**src/rtl/wbs_uart_rx_if.sv**
```systemverilog
// Wishbone read-only slave bundle for wbs_uart_rx: strobe/address in, data/ack out.
interface wbs_uart_rx_if;
   logic       wb_stb_i;
   logic       wb_adr_i;
   logic [7:0] wb_dat_o;
   logic       wb_ack_o;

   modport slave  (input  wb_stb_i, wb_adr_i, output wb_dat_o, wb_ack_o);
   modport master (output wb_stb_i, wb_adr_i, input  wb_dat_o, wb_ack_o);
endinterface

```
**src/rtl/wbs_uart_rx.sv**
```systemverilog
// 8N1 UART receiver with a one-deep holding register behind a Wishbone read-only slave.
// Optional 2-of-3 majority sampling: define WBS_UART_RX_MAJORITY_EN.
module wbs_uart_rx #(
   parameter int TICKS_PER_BAUD = 104
) (
   input  logic                wb_clk_i,
   input  logic                wb_rst_ni,
   wbs_uart_rx_if.slave        wbs,
   input  logic                uart_rx,
   output logic                rx_irq_o
);
   localparam int CW = $clog2(TICKS_PER_BAUD);
   localparam int H  = TICKS_PER_BAUD / 2;
`ifdef WBS_UART_RX_MAJORITY_EN
   // Decision lands one edge after the centre so p+1 is available to the vote.
   localparam int START_LAST = H;
`else
   localparam int START_LAST = H - 1;
`endif
   localparam logic [CW-1:0] START_LAST_C = CW'(START_LAST);
   localparam logic [CW-1:0] BAUD_LAST_C  = CW'(TICKS_PER_BAUD - 1);

   typedef enum logic [2:0] {
      IDLE      = 3'd0,
      START     = 3'd1,
      DATA      = 3'd2,
      STOP      = 3'd3,
      WAIT_HIGH = 3'd4
   } state_t;

   logic [1:0] sync_reg;
   logic       rx_s;
   logic       sample_bit;

   always_ff @(posedge wb_clk_i or negedge wb_rst_ni) begin
      if (!wb_rst_ni) sync_reg <= 2'b11;
      else            sync_reg <= {sync_reg[0], uart_rx};
   end
   assign rx_s = sync_reg[1];

`ifdef WBS_UART_RX_MAJORITY_EN
   logic [1:0] hist_reg;
   always_ff @(posedge wb_clk_i or negedge wb_rst_ni) begin
      if (!wb_rst_ni) hist_reg <= 2'b11;
      else            hist_reg <= {hist_reg[0], rx_s};
   end
   assign sample_bit = (rx_s & hist_reg[0]) | (rx_s & hist_reg[1]) | (hist_reg[0] & hist_reg[1]);
`else
   assign sample_bit = rx_s;
`endif

   state_t        state_reg, state_next;
   logic [CW-1:0] cnt_reg, cnt_next;
   logic [2:0]    bit_reg, bit_next;
   logic [7:0]    shift_reg, shift_next;
   logic          load, ferr_set;

   always_ff @(posedge wb_clk_i or negedge wb_rst_ni) begin
      if (!wb_rst_ni) begin
         state_reg <= IDLE;
         cnt_reg   <= '0;
         bit_reg   <= '0;
         shift_reg <= '0;
      end else begin
         state_reg <= state_next;
         cnt_reg   <= cnt_next;
         bit_reg   <= bit_next;
         shift_reg <= shift_next;
      end
   end

   // cnt_reg holds (edges since last reference) - 1, so T-1 fits in CW bits.
   always_comb begin
      state_next = state_reg;
      cnt_next   = cnt_reg + 1'b1;
      bit_next   = bit_reg;
      shift_next = shift_reg;
      load       = 1'b0;
      ferr_set   = 1'b0;
      unique case (state_reg)
         IDLE: begin
            cnt_next = '0;
            if (!rx_s) state_next = START;
         end
         START: begin
            if (cnt_reg == START_LAST_C) begin
               cnt_next = '0;
               if (sample_bit) begin
                  state_next = IDLE;
               end else begin
                  state_next = DATA;
                  bit_next   = 3'd0;
               end
            end
         end
         DATA: begin
            if (cnt_reg == BAUD_LAST_C) begin
               cnt_next   = '0;
               shift_next = {sample_bit, shift_reg[7:1]};
               bit_next   = bit_reg + 3'd1;
               if (bit_reg == 3'd7) state_next = STOP;
            end
         end
         STOP: begin
            if (cnt_reg == BAUD_LAST_C) begin
               cnt_next = '0;
               if (sample_bit) begin
                  load       = 1'b1;
                  state_next = IDLE;
               end else begin
                  ferr_set   = 1'b1;
                  state_next = WAIT_HIGH;
               end
            end
         end
         WAIT_HIGH: begin
            cnt_next = '0;
            if (rx_s) state_next = IDLE;
         end
         default: begin
            state_next = IDLE;
            cnt_next   = '0;
         end
      endcase
   end

   logic [7:0] rx_data_reg;
   logic       valid_reg, overrun_reg, frame_err_reg;
   logic       ack_reg;
   logic [7:0] dat_reg;
   logic       read_fire, pop;
   logic [7:0] status;

   assign read_fire = wbs.wb_stb_i && !ack_reg;
   assign pop       = read_fire && !wbs.wb_adr_i;
   assign status    = {5'b0, overrun_reg, frame_err_reg, valid_reg};

   // A load on the pop edge wins: the reader gets the old byte, the new one stays valid.
   always_ff @(posedge wb_clk_i or negedge wb_rst_ni) begin
      if (!wb_rst_ni) begin
         rx_data_reg   <= '0;
         valid_reg     <= 1'b0;
         overrun_reg   <= 1'b0;
         frame_err_reg <= 1'b0;
         ack_reg       <= 1'b0;
         dat_reg       <= '0;
      end else begin
         ack_reg <= read_fire;
         if (read_fire) dat_reg <= wbs.wb_adr_i ? status : rx_data_reg;
         if (load) begin
            rx_data_reg   <= shift_reg;
            valid_reg     <= 1'b1;
            overrun_reg   <= pop ? 1'b0 : (overrun_reg | valid_reg);
            frame_err_reg <= 1'b0;
         end else begin
            if (pop) begin
               valid_reg   <= 1'b0;
               overrun_reg <= 1'b0;
            end
            if (ferr_set) frame_err_reg <= 1'b1;
         end
      end
   end

   assign wbs.wb_ack_o = ack_reg;
   assign wbs.wb_dat_o = dat_reg;
   assign rx_irq_o     = valid_reg;
endmodule

```
**src/flat_wrapper.sv**
```systemverilog
// flat-port wrapper written by rule: the top's interface ports become plain ports
module wbs_uart_rx_flat 
#(
   parameter int TICKS_PER_BAUD = 104
)
  (wb_clk_i, wb_rst_ni, uart_rx, rx_irq_o, wbs_wb_stb_i, wbs_wb_adr_i, wbs_wb_dat_o, wbs_wb_ack_o);
  wbs_uart_rx_if wbs_i ();
  input  logic wb_clk_i;
  input  logic wb_rst_ni;
  input  logic uart_rx;
  output logic rx_irq_o;
  input wire logic [$bits(wbs_i.wb_stb_i)-1:0] wbs_wb_stb_i;
  input wire logic [$bits(wbs_i.wb_adr_i)-1:0] wbs_wb_adr_i;
  output wire logic [$bits(wbs_i.wb_dat_o)-1:0] wbs_wb_dat_o;
  output wire logic [$bits(wbs_i.wb_ack_o)-1:0] wbs_wb_ack_o;
  assign wbs_i.wb_stb_i = wbs_wb_stb_i;
  assign wbs_i.wb_adr_i = wbs_wb_adr_i;
  assign wbs_wb_dat_o = wbs_i.wb_dat_o;
  assign wbs_wb_ack_o = wbs_i.wb_ack_o;
  wbs_uart_rx #(.TICKS_PER_BAUD(TICKS_PER_BAUD)) u_core (.wb_clk_i(wb_clk_i), .wb_rst_ni(wb_rst_ni), .wbs(wbs_i), .uart_rx(uart_rx), .rx_irq_o(rx_irq_o));
endmodule
```
**config.mk**
```make
export PLATFORM = sky130hd
export DESIGN_NAME = wbs_uart_rx_flat
export DESIGN_NICKNAME = d
export VERILOG_FILES = /design/src/rtl/wbs_uart_rx_if.sv /design/src/rtl/wbs_uart_rx.sv /design/src/flat_wrapper.sv
export SDC_FILE = /design/constraint.sdc
export NUM_CORES = 1
export LEC_CHECK = 0
export BUFFER_PORTS_ARGS = -buffer_cell sky130_fd_sc_hd__buf_2
export CAP_MARGIN = 20
export CORE_UTILIZATION = 52
export DETAILED_ROUTE_END_ITERATION = 6
export PLACE_DENSITY_LB_ADDON = 0.1
export SLEW_MARGIN = 10
export SYNTH_ARGS = -nofsm -noshare
export SYNTH_HDL_FRONTEND = slang
export SYNTH_SLANG_ARGS = --single-unit
export TNS_END_PERCENT = 20
```
**constraint.sdc**
```tcl
create_clock -name wb_clk_i -period 1.9 [get_ports wb_clk_i]
set_clock_uncertainty 0.1 [all_clocks]
set_input_delay 0.19 -clock wb_clk_i [delete_from_list [all_inputs] [get_ports wb_clk_i]]
set_output_delay 0.19 -clock wb_clk_i [all_outputs]
set_load 0.02 [all_outputs]
```
==> results.json, run 1 <==
{
  "slew_headroom_pct": 50.11,
  "required_ns": 2.06,
  "setup_slack_ns": 0.1014,
  "timing.rr.end": "u_core.shift_reg[6]",
  "nNetsFinal": 186,
  "syn_area_um2": 1876,
  "cp-endpoint": "u_core.shift_reg[6]",
  "hpwl_mm": 2.213,
  "cts.sink_count": 43,
  "totalNegativeSetupSlack_ns": 0,
  "rsz0062_at_grt": "no",
  "cts_tree": "built",
  "drtIter0Drc": 30,
  "grt_pass1_wl_mm": 4.816,
  "finalHoldViolCount": 0,
  "syn_to_final_growth_pct": 12.34,
  "hp-class": "primary input to register",
  "h-tree-depth": 2,
  "async_flop_share_pct": 100.0,
  "critPathLaunchType": "register",
  "instances_no_fill": 225,
  "route.vias.total": 1152,
  "status": "completed",
  "core_um2": 3390,
  "drv_cap": 0,
  "vias_per_cell": 5.120,
  "maxSlewViolCount": 0,
  "pre_cts_ws_ns": 0.1023,
  "die_area_um2": 3851,
  "synth_flop_cell": "dfrtp_1",
  "clkLatencyLatePin_ns": 0.36,
  "die_x_um": 62.06,
  "synth_area_per_cell_um2": 12.18,
  "ys_seq_elements": 43,
  "start_util_pct": 55.33,
  "num_rows": 21,
  "hold_ws_ns": 0.07077,
  "track_usage_pct": 17.88,
  "layout-drive-gt1-share_pct": 31.28,
  "place_congestion": 0.7600,
  "firstDrtPassIters": 4,
  "leakage_uw": 0.001053,
  "antenna_found_initial": 0,
  "end_kind": "register",
  "cts_root_buffer": "clkbuf_4",
  "timing.fmax_mhz": 556.0,
  "clockBufferDepth": 2,
  "ff2ff_setup_slack_ns": 0.10,
  "ys_types": 38,
  "ys_warn_count": 0,
  "crit_start": "u_core.cnt_reg[0]",
  "period_minus_slack_ns": 1.799,
  "critical_path_class": "register to register",
  "worst_pin_slew_ns": 0.7483,
  "arrival_ns": 1.95,
  "worstReg2RegStart": "u_core.cnt_reg[0]",
  "wl_per_cell_um": 13.44,
  "post-route-period-util_pct": 94.66,
  "yosysSeqAreaShare_pct": 57.51,
  "clk_pin_slew_ns": 0.13,
  "synth-edff-count": 0,
  "grt_pass1_vias": 1044,
  "drtAntennaViolNets": 0,
  "synthCells": 154,
  "setup_viol": 0,
  "cts_buffers": 5,
  "fp.dieH_um": 62.06,
  "irDropWorstVdd_uv": 453.8,
  "reg2reg_depth": 5,
  "cp_max_fo": 5,
  "power_density_nw_per_um2": 677.1,
  "drcViolationCount": 0,
  "numPortBuffers": 14,
  "post-place-cells": 215,
  "antenna_cells": 0,
  "wl_mm": 3.025,
  "n_fill_cell": 279,
  "syn_nets": 162,
  "ios": 15,
  "globalRouteOverflowTotal": 0,
  "grt_max_degree": 36
}
[synth_stat cells, types with 2 or more instances]
master	instances	area, µm²
dfrtp_1	41	1026
mux2_2	15	168.9
nand2_1	12	45.04
nor2_1	12	45.04
o21ai_0	10	50.05
nand2b_1	8	50.05
a21oi_1	5	25.02
nand3_1	4	20.02
clkbuf_1	3	11.26
ha_1	3	37.54
inv_1	3	11.26
mux2i_1	3	30.03
xor2_1	3	26.28
and2_1	2	12.51
buf_1	2	7.510
buf_6	2	22.52
dfstp_2	2	52.55
mux2_4	2	30.03
nand4_1	2	12.51
nand4b_1	2	17.52
[placed cells by master (no fill, tap or decap), types with 3 or more instances in the layout]
master    instances
nor2_1           12
a21oi_1           5
mux2_2           15
nand2b_1          8
dfrtp_1          41
inv_1             3
nand3_1           4
xor2_1            3
buf_2            14
ha_1              3
nand2_1          12
mux2i_1           3
clkbuf_4          5
o21ai_0          10
buf_4             7
[per-stage QoR]
stage / power [µW] / cell area, µm² / util [%]
after detailed placement: 981.4 / 2022 / 59.65
final: 1427 / 2107 / 62.16
after CTS: 1444 / 2103 / 62.05
after global placement: 979.7 / 2022 / 59.65
after floorplan: 955.1 / 1876 / -
after global routing: 1491 / 2107 / 62.16
[worst max-delay path, stage by stage, from the launching register on]
cell	delay, ns
dfrtp_1	0.40
ha_1	0.22
nand4b_1	0.20
nor2_4	0.16
and3b_1	0.30
mux2_4	0.32
[where the power goes]
group | switching, µW | internal (µW) | leakage, µW
registers | 2.13 | 920 | 0.000578
logic | 30.3 | 13.1 | 0.000448
clock network | 312 | 148 | 0.0000278
total | 345 | 1080 | 0.00105
[layout make-up]
cell class / instances / area, µm² / share of cell area, %
flip-flops and latches: 43 / 1079 / 51.19
multi-input cells: 101 / 744.5 / 35.33
repair buffers: 24 / 153.9 / 7.304
well taps: 46 / 57.56 / 2.732
clock buffers: 5 / 37.54 / 1.781
clock inverters: 3 / 23.77 / 1.128
inverters: 3 / 11.26 / 0.5344
[metal layers]
layer	vias up	GRT usage, %	share of wire (%)
met5	-	0	0
met4	0	5.714	1.2
met3	5	6.211	4.2
met2	23	27.20	45
met1	543	24.03	50
li1	581	-	-
[worst min-delay path by stage]
stage | startpoint | end | slack (ns) | cells past startpoint
after detailed placement | wb_rst_ni | u_core.cnt_reg[5] | 0.19 | 1
after global routing | wbs_wb_adr_i | u_core.overrun_reg | 0.07 | 3
final | wbs_wb_adr_i | u_core.overrun_reg | 0.07 | 3
after global placement | wb_rst_ni | u_core.cnt_reg[5] | 0.18 | 1
after floorplan | wb_rst_ni | u_core.bit_reg[0] | -0.21 | 0
after CTS | wbs_wb_adr_i | u_core.overrun_reg | 0.06 | 3
[logic make-up (layout without fill, tap and decap cells)]
logic type      count (synthesis)  after routing  synth area share (%)
flops                          43             43                 57.50
simple gates                   52             52                 16.48
buf+inv                        10             35                 2.802
xor+xnor                        4              4                 1.868
fa+ha+maj                       3              3                 2.002
mux                            20             20                 12.21
compound gates                 22             22                 7.139
[repair_timing]
action,in CTS,in global routing
gates resized for setup,0,1
buffers inserted,0,0
hold buffers,2,0
setup endpoints to repair,0,8
hold endpoints to repair,32,0
Power figures use the tool's default switching activity.
==> inputs of run 2 (changes only) <==
Settings changed: ABC_AREA set to 1.
==> results.json, run 2 <==
{
  "status": "completed",
  "clk_pin_slew_ns": 0.12,
  "irDropWorstVdd_uv": 374.8,
  "worstReg2RegStart": "u_core.cnt_reg[0]",
  "hpwl_mm": 2.287,
  "vias_per_cell": 4.902,
  "cts_resized": 0,
  "period_minus_slack_ns": 1.570,
  "numPortBuffers": 14,
  "h-tree-depth": 2,
  "timing.rr.end": "u_core.rx_data_reg[4]",
  "final_cell_mix": "nand2_1, dfrtp_1, inv_1",
  "antenna_cells": 0,
  "drcViolationCount": 0,
  "clockPowerShare_pct": 29.7,
  "globalRouteOverflowTotal": 0,
  "cp-endpoint": "u_core.rx_data_reg[4]",
  "ys_types": 27,
  "drtAntennaViolNets": 0,
  "antenna_found_initial": 0,
  "async_flop_share_pct": 100.0,
  "clockBufferDepth": 2,
  "pre_cts_ws_ns": 0.3513,
  "drv_cap": 0,
  "maxSlewViolCount": 0,
  "timing.fmax_mhz": 636.8,
  "cts_tree": "built",
  "ys_warn_count": 0,
  "synth-edff-count": 0,
  "p_sw_uw": 339.7,
  "cts_root_buffer": "clkbuf_4",
  "layout-drive-gt1-share_pct": 19.13,
  "nNetsFinal": 237,
  "core_um2": 3416,
  "hp-class": "primary input to register",
  "drtIter0Drc": 90,
  "ys_seq_elements": 43,
  "setup_viol": 0,
  "place_congestion": 0.8490,
  "finalHoldViolCount": 0,
  "multi_input_area_um2": 698.2,
  "end_kind": "register",
  "cts.sink_count": 43,
  "fp.dieH_um": 62.30,
  "setup_slack_ns": 0.3297,
  "yosysSeqAreaShare_pct": 57.05,
  "critical_path_class": "register to register",
  "hold_start": "wbs_wb_adr_i",
  "leakage_uw": 0.001086,
  "route.vias.total": 1353,
  "synthCells": 207,
  "yosys.area.top_type": "dfrtp_1",
  "syn_to_final_growth_pct": 10.19,
  "die_x_um": 62.30,
  "cp_max_fo": 17,
  "grt_max_degree": 44,
  "rsz0062_at_grt": "no",
  "seqPwrFrac_pct": 65.5,
  "wl_per_cell_um": 11.54,
  "worst_pin_slew_ns": 0.5312,
  "p_int_uw": 1091,
  "slew_headroom_pct": 64.59,
  "arrival_ns": 1.71,
  "track_usage_pct": 18.69,
  "crit_start": "u_core.cnt_reg[0]",
  "synth_flop_cell": "dfrtp_1",
  "syn_nets": 215,
  "ff2ff_setup_slack_ns": 0.33,
  "yosysMostFrequentCell": "nand2_1",
  "cts_buffers": 5,
  "firstDrtPassIters": 4,
  "seq_area_um2": 1079,
  "post-route-period-util_pct": 82.65,
  "combPwrFrac_pct": 4.8,
  "layout_commonest_cell": "nand2_1",
  "required_ns": 2.04,
  "n_fill_cell": 304,
  "wl_mm": 3.185,
  "reg2reg_depth": 8,
  "die_area_um2": 3881,
  "swShare_pct": 23.74,
  "yosysTopAreaCellShare_pct": 54.27,
  "totalNegativeSetupSlack_ns": 0,
  "power_density_nw_per_um2": 687.0,
  "syn_area_um2": 1891,
  "critPathLaunchType": "register",
  "yosys-top-cells-area": "dfrtp_1, nand2_1, o21ai_0",
  "grt_pass1_vias": 1335,
  "grt_pass1_wl_mm": 5.720,
  "synthTopCellsByCount": "nand2_1, dfrtp_1, inv_1",
  "ios": 15,
  "start_util_pct": 55.35,
  "num_rows": 21,
  "synth_area_per_cell_um2": 9.133,
  "clkLatencyLatePin_ns": 0.34
}
## run 2: cell types whose count changed after synthesis, moves of 6 or more
| cell | previous run | this run |
|---|---|---|
| mux2_2 | 15 | 0 |
| o21ai_2 | 0 | 6 |
| nand2_1 | 12 | 61 |
| o21ai_0 | 10 | 17 |
| inv_1 | 3 | 22 |
| nand3_1 | 4 | 10 |
| nand2b_1 | 8 | 0 |
## run 2: worst min path at each step
stage          cells after the start                     end
3_3_place_gp                       2       u_core.cnt_reg[3]
5_1_grt                            3  u_core.wbs.wb_dat_o[0]
4_1_cts                            3  u_core.wbs.wb_dat_o[0]
3_5_place_dp                       2       u_core.cnt_reg[6]
6_report                           3  u_core.wbs.wb_dat_o[0]
2_1_floorplan                      0       u_core.bit_reg[0]
## run 2: critical path, cell delays in order, from the launching register on
cell     delay, ns
dfrtp_1       0.39
ha_1          0.22
nand2_2       0.09
nor2_2        0.12
nand2_2       0.10
nor2_4        0.13
nand2_4       0.15
nand2_1       0.11
o21ai_2       0.05
## run 2: stage by stage
| stage | utilization, % | cell area, µm² | hold slack [ns] | power, µW | instances |
|---|---|---|---|---|---|
| floorplan | - | 1891 | -0.2056 | 983.8 | 207 |
| global placement | 58.83 | 2009 | 0.1799 | 1020 | 266 |
| detailed placement | 58.83 | 2009 | 0.1917 | 1022 | 266 |
| CTS | 60.99 | 2083 | 0.07599 | 1455 | 276 |
| global route | 60.99 | 2083 | 0.09897 | 1498 | 276 |
| finish | 60.99 | 2083 | 0.09113 | 1431 | 276 |
## run 2: per-layer routing
metal  up-vias  part of all wire (%)  global-route usage [%]
li1        696                     -                       -
met1       625                    51                   25.74
met2        25                    43                   29.53
met3         7                   3.8                   3.493
met4         0                   1.9                   6.977
met5         -                     0                       0
## run 2: timing repair
| action | CTS | global route |
|---|---|---|
| hold endpoints to repair | 42 | 0 |
| hold buffers | 2 | 0 |
| buffers inserted | 0 | 0 |
## run 2: layout make-up
cell class	count	share of cell area, %
clock buffer	6	1.982
tap	46	2.763
timing repair buffer	18	5.045
sequential	43	51.77
clock inverter	2	0.6006
inverter	24	4.324
multi-input combinational	137	33.51
## run 2: cell families (layout without fill, tap and decap cells)
group                      Yosys count  in the layout  synth area share [%]
and+or+nand+nor                    103            103                 24.16
DFF                                 43             43                 57.05
AOI/OAI and AO/OA                   28             28                 9.397
buffers and inverters               27             50                 6.023
adders and majority gates            3              3                 1.986
xor gates and xnor gates             3              3                 1.390
## run 2: power by group through the flow
stage	Clock [µW]	Sequential [µW]	Combinational, µW
2_1_floorplan	0	964	19.7
3_3_place_gp	0	954	65.7
3_5_place_dp	0	955	66.6
4_1_cts	447	938	69.8
5_1_grt	482	940	77.1
6_report	426	937	68.3
